$ cat src/rtl/fetch_prefetch_unit_if.sv
// Bundle between the prefetching fetch stage, the instruction memory port,
// the condition unit (redirects) and the decode stage.
// master = the fetch unit, slave = everything around it.
interface fetch_prefetch_unit_if #(
    parameter int XLEN  = 32,
    parameter int DEPTH = 4
);
    localparam int CW = $clog2(DEPTH) + 1;

    // Instruction memory request channel
    logic            imem_req_valid;
    logic            imem_req_ready;
    logic [XLEN-1:0] imem_addr;

    // Instruction memory response channel (in order, always accepted)
    logic            imem_rsp_valid;
    logic [XLEN-1:0] imem_rsp_data;

    // Taken jump from the condition unit
    logic            redirect_valid;
    logic [XLEN-1:0] redirect_pc;

    // Decode-side handshake
    logic            if_valid;
    logic            if_ready;
    logic [XLEN-1:0] if_instr;
    logic [XLEN-1:0] if_pc;
    logic [CW-1:0]   if_count;

    modport master (
        output imem_req_valid, imem_addr,
        input  imem_req_ready,
        input  imem_rsp_valid, imem_rsp_data,
        input  redirect_valid, redirect_pc,
        output if_valid, if_instr, if_pc, if_count,
        input  if_ready
    );

    modport slave (
        input  imem_req_valid, imem_addr,
        output imem_req_ready,
        output imem_rsp_valid, imem_rsp_data,
        output redirect_valid, redirect_pc,
        input  if_valid, if_instr, if_pc, if_count,
        output if_ready
    );
endinterface

$ cat src/rtl/fetch_prefetch_unit.sv
// Prefetching instruction fetch stage.
// Issues word-addressed fetches on a ready/valid memory port, buffers the
// in-order responses together with their PC in a DEPTH-entry queue and hands
// them to decode. A redirect flushes the queue and silently discards every
// response that was already in flight when the jump was taken.
module fetch_prefetch_unit #(
    parameter int unsigned     XLEN     = 32,
    parameter int unsigned     DEPTH    = 4,
    parameter int unsigned     PC_STEP  = 1,
    parameter logic [XLEN-1:0] RESET_PC = '0
) (
    input  logic                  clk,
    input  logic                  rst,
    fetch_prefetch_unit_if.master bus
);
    localparam int unsigned     AW      = $clog2(DEPTH);
    localparam int unsigned     CW      = AW + 1;
    localparam logic [CW:0]     DEPTH_W = (CW+1)'(DEPTH);
    localparam logic [XLEN-1:0] STEP_W  = XLEN'(PC_STEP);

    // Architectural state
    logic [XLEN-1:0] fetch_pc_q,    fetch_pc_d;
    logic [XLEN-1:0] rsp_pc_q,      rsp_pc_d;
    logic [AW-1:0]   head_q,        head_d;
    logic [AW-1:0]   tail_q,        tail_d;
    logic [CW-1:0]   count_q,       count_d;
    logic [CW-1:0]   outstanding_q, outstanding_d;
    logic [CW-1:0]   drop_cnt_q,    drop_cnt_d;

    // Handshake qualifiers
    logic [CW:0] inflight;
    logic        credit_ok;
    logic        req_valid;
    logic        req_fire;
    logic        rsp_drop;
    logic        enq;
    logic        deq;

    // Queue storage views
    logic [XLEN-1:0] slot_instr [DEPTH];
    logic [XLEN-1:0] slot_pc    [DEPTH];

    // Queued entries plus requests in flight must never exceed the queue
    // size, so every response that is kept is guaranteed a free slot. A
    // dequeue happening in the same cycle is deliberately not credited.
    assign inflight  = {1'b0, count_q} + {1'b0, outstanding_q};
    assign credit_ok = inflight < DEPTH_W;

    // Requests are masked while in reset and during the redirect cycle.
    assign req_valid = rst && !bus.redirect_valid && credit_ok;
    assign req_fire  = req_valid && bus.imem_req_ready;

    // A response is either swallowed (stale, fetched before a redirect) or
    // written into the queue. A redirect in the same cycle overrides both
    // enqueue and dequeue.
    assign rsp_drop = bus.imem_rsp_valid && (drop_cnt_q != '0);
    assign enq      = bus.imem_rsp_valid && (drop_cnt_q == '0) && !bus.redirect_valid;
    assign deq      = (count_q != '0) && bus.if_ready && !bus.redirect_valid;

    assign bus.imem_req_valid = req_valid;
    assign bus.imem_addr      = fetch_pc_q;
    assign bus.if_valid       = (count_q != '0);
    assign bus.if_instr       = slot_instr[head_q];
    assign bus.if_pc          = slot_pc[head_q];
    assign bus.if_count       = count_q;

    // Next-state computation for PCs, queue pointers and the credit counters.
    always_comb begin
        fetch_pc_d    = fetch_pc_q;
        rsp_pc_d      = rsp_pc_q;
        head_d        = head_q;
        tail_d        = tail_q;
        count_d       = count_q;
        drop_cnt_d    = drop_cnt_q;
        // Every accepted request adds one, every response (kept or dropped)
        // retires one; this holds in the redirect cycle as well.
        outstanding_d = outstanding_q + CW'(req_fire) - CW'(bus.imem_rsp_valid);

        if (bus.redirect_valid) begin
            fetch_pc_d = bus.redirect_pc;
            rsp_pc_d   = bus.redirect_pc;
            head_d     = '0;
            tail_d     = '0;
            count_d    = '0;
            // Everything still in flight after this edge belongs to the old
            // path; a response arriving right now is already discarded.
            drop_cnt_d = outstanding_d;
        end else begin
            if (req_fire) begin
                fetch_pc_d = fetch_pc_q + STEP_W;
            end
            if (rsp_drop) begin
                drop_cnt_d = drop_cnt_q - 1'b1;
            end
            if (enq) begin
                tail_d   = tail_q + 1'b1;
                rsp_pc_d = rsp_pc_q + STEP_W;
            end
            if (deq) begin
                head_d = head_q + 1'b1;
            end
            count_d = count_q + CW'(enq) - CW'(deq);
        end
    end

    // Control state register with asynchronous active-low reset.
    always_ff @(posedge clk or negedge rst) begin
        if (!rst) begin
            fetch_pc_q    <= RESET_PC;
            rsp_pc_q      <= RESET_PC;
            head_q        <= '0;
            tail_q        <= '0;
            count_q       <= '0;
            outstanding_q <= '0;
            drop_cnt_q    <= '0;
        end else begin
            fetch_pc_q    <= fetch_pc_d;
            rsp_pc_q      <= rsp_pc_d;
            head_q        <= head_d;
            tail_q        <= tail_d;
            count_q       <= count_d;
            outstanding_q <= outstanding_d;
            drop_cnt_q    <= drop_cnt_d;
        end
    end

    // Queue slots: data-only registers, validity is tracked by count/pointers.
    // The head is read combinationally so a response is visible one cycle
    // after it arrives.
    generate
        for (genvar gi = 0; gi < DEPTH; gi++) begin : g_slot
            logic [XLEN-1:0] instr_q;
            logic [XLEN-1:0] pc_q;

            // Capture the response and its PC when this slot is the tail.
            always_ff @(posedge clk) begin
                if (enq && (tail_q == AW'(gi))) begin
                    instr_q <= bus.imem_rsp_data;
                    pc_q    <= rsp_pc_q;
                end
            end

            assign slot_instr[gi] = instr_q;
            assign slot_pc[gi]    = pc_q;
        end
    endgenerate

endmodule

$ cat src/flat_wrapper.sv
// flat-port wrapper written by rule: the top's interface ports become plain ports
module fetch_prefetch_unit_flat 
#(
    parameter int unsigned     XLEN     = 32,
    parameter int unsigned     DEPTH    = 4,
    parameter int unsigned     PC_STEP  = 1,
    parameter logic [XLEN-1:0] RESET_PC = '0
)
  (clk, rst, bus_imem_req_valid, bus_imem_addr, bus_imem_req_ready, bus_imem_rsp_valid, bus_imem_rsp_data, bus_redirect_valid, bus_redirect_pc, bus_if_valid, bus_if_instr, bus_if_pc, bus_if_count, bus_if_ready);
  fetch_prefetch_unit_if #(.XLEN(XLEN), .DEPTH(DEPTH)) bus_i ();
  input  logic clk;
  input  logic rst;
  output wire logic [$bits(bus_i.imem_req_valid)-1:0] bus_imem_req_valid;
  output wire logic [$bits(bus_i.imem_addr)-1:0] bus_imem_addr;
  input wire logic [$bits(bus_i.imem_req_ready)-1:0] bus_imem_req_ready;
  input wire logic [$bits(bus_i.imem_rsp_valid)-1:0] bus_imem_rsp_valid;
  input wire logic [$bits(bus_i.imem_rsp_data)-1:0] bus_imem_rsp_data;
  input wire logic [$bits(bus_i.redirect_valid)-1:0] bus_redirect_valid;
  input wire logic [$bits(bus_i.redirect_pc)-1:0] bus_redirect_pc;
  output wire logic [$bits(bus_i.if_valid)-1:0] bus_if_valid;
  output wire logic [$bits(bus_i.if_instr)-1:0] bus_if_instr;
  output wire logic [$bits(bus_i.if_pc)-1:0] bus_if_pc;
  output wire logic [$bits(bus_i.if_count)-1:0] bus_if_count;
  input wire logic [$bits(bus_i.if_ready)-1:0] bus_if_ready;
  assign bus_imem_req_valid = bus_i.imem_req_valid;
  assign bus_imem_addr = bus_i.imem_addr;
  assign bus_i.imem_req_ready = bus_imem_req_ready;
  assign bus_i.imem_rsp_valid = bus_imem_rsp_valid;
  assign bus_i.imem_rsp_data = bus_imem_rsp_data;
  assign bus_i.redirect_valid = bus_redirect_valid;
  assign bus_i.redirect_pc = bus_redirect_pc;
  assign bus_if_valid = bus_i.if_valid;
  assign bus_if_instr = bus_i.if_instr;
  assign bus_if_pc = bus_i.if_pc;
  assign bus_if_count = bus_i.if_count;
  assign bus_i.if_ready = bus_if_ready;
  fetch_prefetch_unit #(.XLEN(XLEN), .DEPTH(DEPTH), .PC_STEP(PC_STEP), .RESET_PC(RESET_PC)) u_core (.clk(clk), .rst(rst), .bus(bus_i));
endmodule
$ cat config.mk
export PLATFORM = sky130hd
export DESIGN_NAME = fetch_prefetch_unit_flat
export DESIGN_NICKNAME = d
export VERILOG_FILES = /design/src/rtl/fetch_prefetch_unit_if.sv /design/src/rtl/fetch_prefetch_unit.sv /design/src/flat_wrapper.sv
export SDC_FILE = /design/constraint.sdc
export NUM_CORES = 1
export LEC_CHECK = 0
export ABC_AREA = 1
export BUFFER_PORTS_ARGS = -buffer_cell sky130_fd_sc_hd__buf_2
export CORE_ASPECT_RATIO = 0.5
export CORE_UTILIZATION = 45
export DETAILED_ROUTE_END_ITERATION = 8
export PLACE_DENSITY = 0.7
export SYNTH_ARGS = -nofsm -noshare
export SYNTH_HDL_FRONTEND = slang
export SYNTH_SLANG_ARGS = --single-unit
$ cat constraint.sdc
create_clock -name clk -period 6.7 [get_ports clk]
set_input_delay 1.34 -clock clk [delete_from_list [all_inputs] [get_ports clk]]
set_output_delay 1.34 -clock clk [all_outputs]
set_load 0.005 [all_outputs]
Word-level counts from Yosys, hierarchy flattened. Cells that the tools add are included.

Bits in registers: 333. Input bits: 70. Output and inout port bits: 101. Word-level logic and storage cells: 69.

Add/sub/neg operators: 10. $lt $le $gt $ge: 2. Equality and inequality tests: 3. Mux-type cells: 17. Bitwise logic cells: 1. Reduce and logical (&&, ||, !) cells: 21.

Operators with widths (number): 2-to-1 mux 32 bit (8); binary-select mux 32 bit (select 2 bit) (2); adder 32 x 1 -> 32 bit, second input constant (2); logical AND 1 bit (12); 2-to-1 mux 3 bit (3); 2-to-1 mux 2 bit (4); nonzero test 2 bit (4); adder 3 x 1 -> 3 bit (2); nonzero test 3 bit (2); subtractor 3 x 1 -> 3 bit (2); adder 2 x 1 -> 2 bit, second input constant (2); adder 3 x 3 -> 4 bit (1); equality test 2 bit, second input constant (2); < comparator 4 x 3 -> 1 bit, second input constant (1); >= comparator 3 bit, second input constant (1); zero test 3 bit (1); NOT 2 -> 3 bit (1); subtractor 3 x 1 -> 3 bit, second input constant (1); equality test 2 x 1 -> 1 bit, second input constant (1); zero test 2 bit (1); zero test 1 bit (1).

Depth between registers and ports, before layout.
Word-level depth: 7. Depth in mapped cells: 13. Gate-level depth less buffers: 12.

Worst setup path before layout. OpenSTA, ideal clock, no wires.

Path type: input port to flip-flop. From: in bus_redirect_valid. To: reg u_core.g_slot[0].instr_q[0], enable pin. Library setup time: 486 ps. Data arrival time: 4588 ps. Required time: 6214 ps. Setup slack: 1625 ps. Stages on the path: 4. Path buffers: 1. Cells stage by stage: buf_2 > nor2_2 > inv_2 > nor2_1.

Cells in the longest elaborated chain, start to end: 3.

RTL lines: start: declaration (RTL line flat_wrapper.sv:18) `input wire logic [$bits(bus_i.redirect_valid)-1:0] bus_redirect_valid;`; zero test 1 bit (RTL line fetch_prefetch_unit.sv:57) `assign enq = bus.imem_rsp_valid && (drop_cnt_q == '0) && !bus.redirect_valid;`; logical AND 1 bit (RTL line fetch_prefetch_unit.sv:57); logical AND 1 bit (RTL line fetch_prefetch_unit.sv:137) `if (enq && (tail_q == AW'(gi))) begin`; end signal: assignment (RTL line fetch_prefetch_unit.sv:138) `instr_q <= bus.imem_rsp_data;`; end: declaration (RTL line fetch_prefetch_unit.sv:132) `logic [XLEN-1:0] instr_q;`.

No other way between the ends. A chain may end at the register's enable or synchronous reset.

Worst setup path in the final report.
From: reg u_core.head_q[0]. To: out bus_if_pc[23].

Cells in the longest elaborated chain, start to end: 4.

RTL lines: start: declaration (RTL line fetch_prefetch_unit.sv:24) `logic [AW-1:0] head_q, head_d;`; start signal: assignment (RTL line fetch_prefetch_unit.sv:111) `head_q <= '0;`; start signal: assignment (RTL line fetch_prefetch_unit.sv:119) `head_q <= head_d;`; NOT 2 -> 3 bit (implied by the code) (RTL line fetch_prefetch_unit.sv:64) `assign bus.if_pc = slot_pc[head_q];`; binary-select mux 32 bit (select 2 bit) (RTL line fetch_prefetch_unit.sv:64); 2-to-1 mux 32 bit (implied by the code) (2 in a row) (RTL line fetch_prefetch_unit.sv:64); end: declaration (RTL line flat_wrapper.sv:22) `output wire logic [$bits(bus_i.if_pc)-1:0] bus_if_pc;`.

No other way between the ends. The select of a mux whose other input is x is not followed.

==> out/metrics.yaml <==
sta:
  worst_slew_pin_slew_ns: 1.10
  relSlewSlack_pct: 26.6
  finalCritPeriodShare_pct: 68.7
  period_minus_slack_ns: 4.60
  skew_ns: 0.0105
  final_hold_viol_count: 0
  rsz0062_at_grt: "false"
  setup_violations: 0
  max_freq_ghz: 0.217
  tns_ns: 0
  drv_slew: 0
cts:
  cts_setup_buffers: 0
  cts.path.max_buffers: 3
  cts_hold_buf: 0
  cts_root_buf: "clkbuf_16"
  clkTransAtPathRegs_ns: 0.07
  cts.sinks: 333
  cts_tree: "done"
  cts_resized: 0
  tritoncts.num_buffers: 30
  cts_max_level: 1
  clk_latency_ns: 0.58
worst_setup_path:
  rrSetupSlack_ns: 3.22
  path_max_fanout: 78
  start_kind: "flip-flop"
  r2r_end: "u_core.g_slot[2].pc_q[13]$_DFFE_PP_"
  crit_type: "flip-flop to primary output"
  critPathMaxStageDelay_ns: 0.72
  r2r_cells: 7
  crit_path_cell_trace: "clkinv_2 -> buf_4 -> o21ai_0 -> o22ai_1 -> buf_2"
  r2r-start: "u_core.drop_cnt_q[0]$_DFFE_PN0P_"
  slowest_stage: "buf_4"
  arrival_ns: 3.26
  end_kind: "primary output"
  required_ns: 5.36
detailed_routing:
  route.detailed.drc: 0
  finalWirelength_um: 34500
  ant_nets: 0
  vias: 10466
  vias_per_cell: 5.26
  dr.pass1.iters: 5
  wl_per_cell_um: 17.3
  drt_iter0_drc: 851
grt:
  grt_pass1_wl_um: 53300
  grtUsageTotal_pct: 20.5
  grt_pass1_vias: 9715
  grt_overflow: 0
  grt_max_degree: 79
  antenna_found_initial: 0
finish:
  diodes: 0
  synthToLayoutAreaGrowth_pct: 16.4
  drive_above_1_share_pct: 17.8
  final_nets: 1620
  post-route-cell-area_sq_um: 17100
yosys:
  synthDistinctLibCells: 40
  netlist_instances: 1379
  syn_nets: 1465
  syn_area_per_cell_sq_um: 10.6
  ys_warn_count: 0
  yosysSeqAreaShare_pct: 65.6
  synth_area_sq_um: 14700
  synth-seq-cells: 333
placed_design:
  place_area_sq_um: 15900
  gp_congestion: 0.902
  portBuffers: 170
  dpl.hpwl_um: 22100
pwr:
  power_density_nw_per_um2: 335
  power.leakage_uw: 0.00662
  peakVddDrop_uv: 221
hold_path:
  hp-class: "flip-flop to flip-flop"
  min_path_cells: 1
  holdCritStartpoint: "u_core.bus.imem_addr[0]$_DFFE_PN0P_"
  min_to: "u_core.bus.imem_addr[0]$_DFFE_PN0P_"
floorplanning:
  dieArea_sq_um: 33400
  start_util_pct: 46.0
  rows: 46
  io-pin-count: 171
  die_h_um: 130
  core-area_sq_um: 31900
  die_x_um: 257
status:
  outcome: "finished clean"
run:
  maxCapViolations: 0
## per-stage QoR
step	hold WS (ns)	std cells	setup WS, ns	util [%]	power, uW
after global placement	0.562	1934	2.26	50.0	3800
after detailed placement	0.575	1934	2.22	50.0	3820
final	0.580	1990	2.10	53.5	5720
after global routing	0.618	1990	1.87	53.5	5990
after CTS	0.587	1990	2.05	53.5	5750
after floorplan	0.476	1379	1.63	-	3330
## kinds of logic (layout without fill, tap and decap cells)
logic type / count (synthesis) / count (layout) / synth area share (%)
buffers and inverters: 148 / 327 / 3.98
DFF: 333 / 333 / 65.6
AOI/OAI and AO/OA: 268 / 268 / 10.1
adders and majority gates: 16 / 16 / 1.47
and+or+nand+nor: 587 / 587 / 17.3
xor gates and xnor gates: 27 / 27 / 1.61
## sequential cells by signal, summed over array words and instances, names as in the netlist
signal	count
u_core.tail_q	2
u_core.bus.imem_addr	32
u_core.head_q	2
u_core.g_slot.instr_q	128
u_core.drop_cnt_q	3
u_core.rsp_pc_q	32
u_core.g_slot.pc_q	128
u_core.outstanding_q	3
u_core.bus.if_count	3
## power breakdown
part	switching, uW	internal, uW
clock	775	1160
sequential	221	2420
combinational	711	425
## critical path: cells and delay by family, from the launching register on
family | cells | cell delay, ns
buf+inv | 3 | 1.45
flops | 1 | 0.68
compound gates | 2 | 0.52
## layer usage
| metal | global-route usage [%] | share of wire (%) |
|---|---|---|
| met5 | 0 | 0 |
| met1 | 29.2 | 45 |
| met4 | 4.84 | 2.0 |
| met3 | 2.88 | 4.8 |
| met2 | 33.7 | 48 |
## cell usage after synthesis
library cell    n  area share (%)
nor2_4         10            0.77
clkbuf_1       36            0.92
buf_6           1           0.077
nor2_2         10            0.43
fa_1            2            0.27
nand4_1        12            0.51
nand2_1       250             6.4
o221ai_1        3            0.18
nor3_1          6            0.20
o21bai_1        3            0.15
nor3_2          1           0.068
o211ai_1       14            0.72
buf_4           1           0.051
a31oi_1         4            0.17
nand2_2         6            0.26
or3_1           1           0.043
nand3_1        68             2.3
nand2_4         3            0.23
ha_1           14             1.2
nand3_2         1           0.068
nor2_1        206             5.3
dfrtp_1        77              13
a21oi_1        17            0.58
nand3b_1        4            0.20
and2_1          4            0.17
a21oi_2         1           0.060
buf_2          11            0.38
edfxtp_1      256              52
or2_2           3            0.13
xor2_1         21             1.3
inv_4           1           0.043
inv_1          85             2.2
xnor2_1         6            0.36
nand3b_4        1            0.14
inv_2           5            0.13
o21ai_0       155             5.3
nor4_1          1           0.043
o21ai_1         6            0.20
buf_1           8            0.20
o22ai_1        65             2.8
## worst max path at each step
| stage | slack, ns | end | startpoint |
|---|---|---|---|
| floorplan | 1.63 | u_core.g_slot[0].instr_q[0]$_DFFE_PP_ | bus_redirect_valid |
| global placement | 2.26 | u_core.g_slot[2].instr_q[11]$_DFFE_PP_ | bus_redirect_valid |
| detailed placement | 2.22 | u_core.g_slot[2].instr_q[7]$_DFFE_PP_ | bus_redirect_valid |
| CTS | 2.05 | bus_if_pc[23] | u_core.head_q[0]$_DFFE_PN0P_ |
| global route | 1.87 | bus_if_pc[21] | u_core.head_q[0]$_DFFE_PN0P_ |
| finish | 2.10 | bus_if_pc[23] | u_core.head_q[0]$_DFFE_PN0P_ |
## area by class of cell
cell class,instances,area [sq um]
clock buffers,34,787
clock inverters,22,350
fillers,2756,14800
inverters,91,345
multi-input cells,898,4500
flip-flops and latches,333,9620
well taps,432,541
repair buffers,180,928
## placed cells by master (no fill, tap or decap), types with 4 or more instances in the layout
cell type	count
edfxtp_1	256
nand2_1	250
nor2_1	202
buf_2	169
o21ai_0	155
inv_1	84
dfrtp_1	75
nand3_1	68
o22ai_1	65
clkbuf_16	31
xor2_1	21
a21oi_1	17
o211ai_1	14
nor2_4	14
ha_1	14
nand4_1	12
buf_4	11
nor2_2	10
bufinv_16	8
xnor2_1	6
nor3_1	6
nand2_2	6
o21ai_1	6
inv_2	5
a31oi_1	4
and2_1	4
nand3b_1	4
clkinv_2	4
clkinv_1	4
No activity file was read; power rests on OpenSTA's default activity.
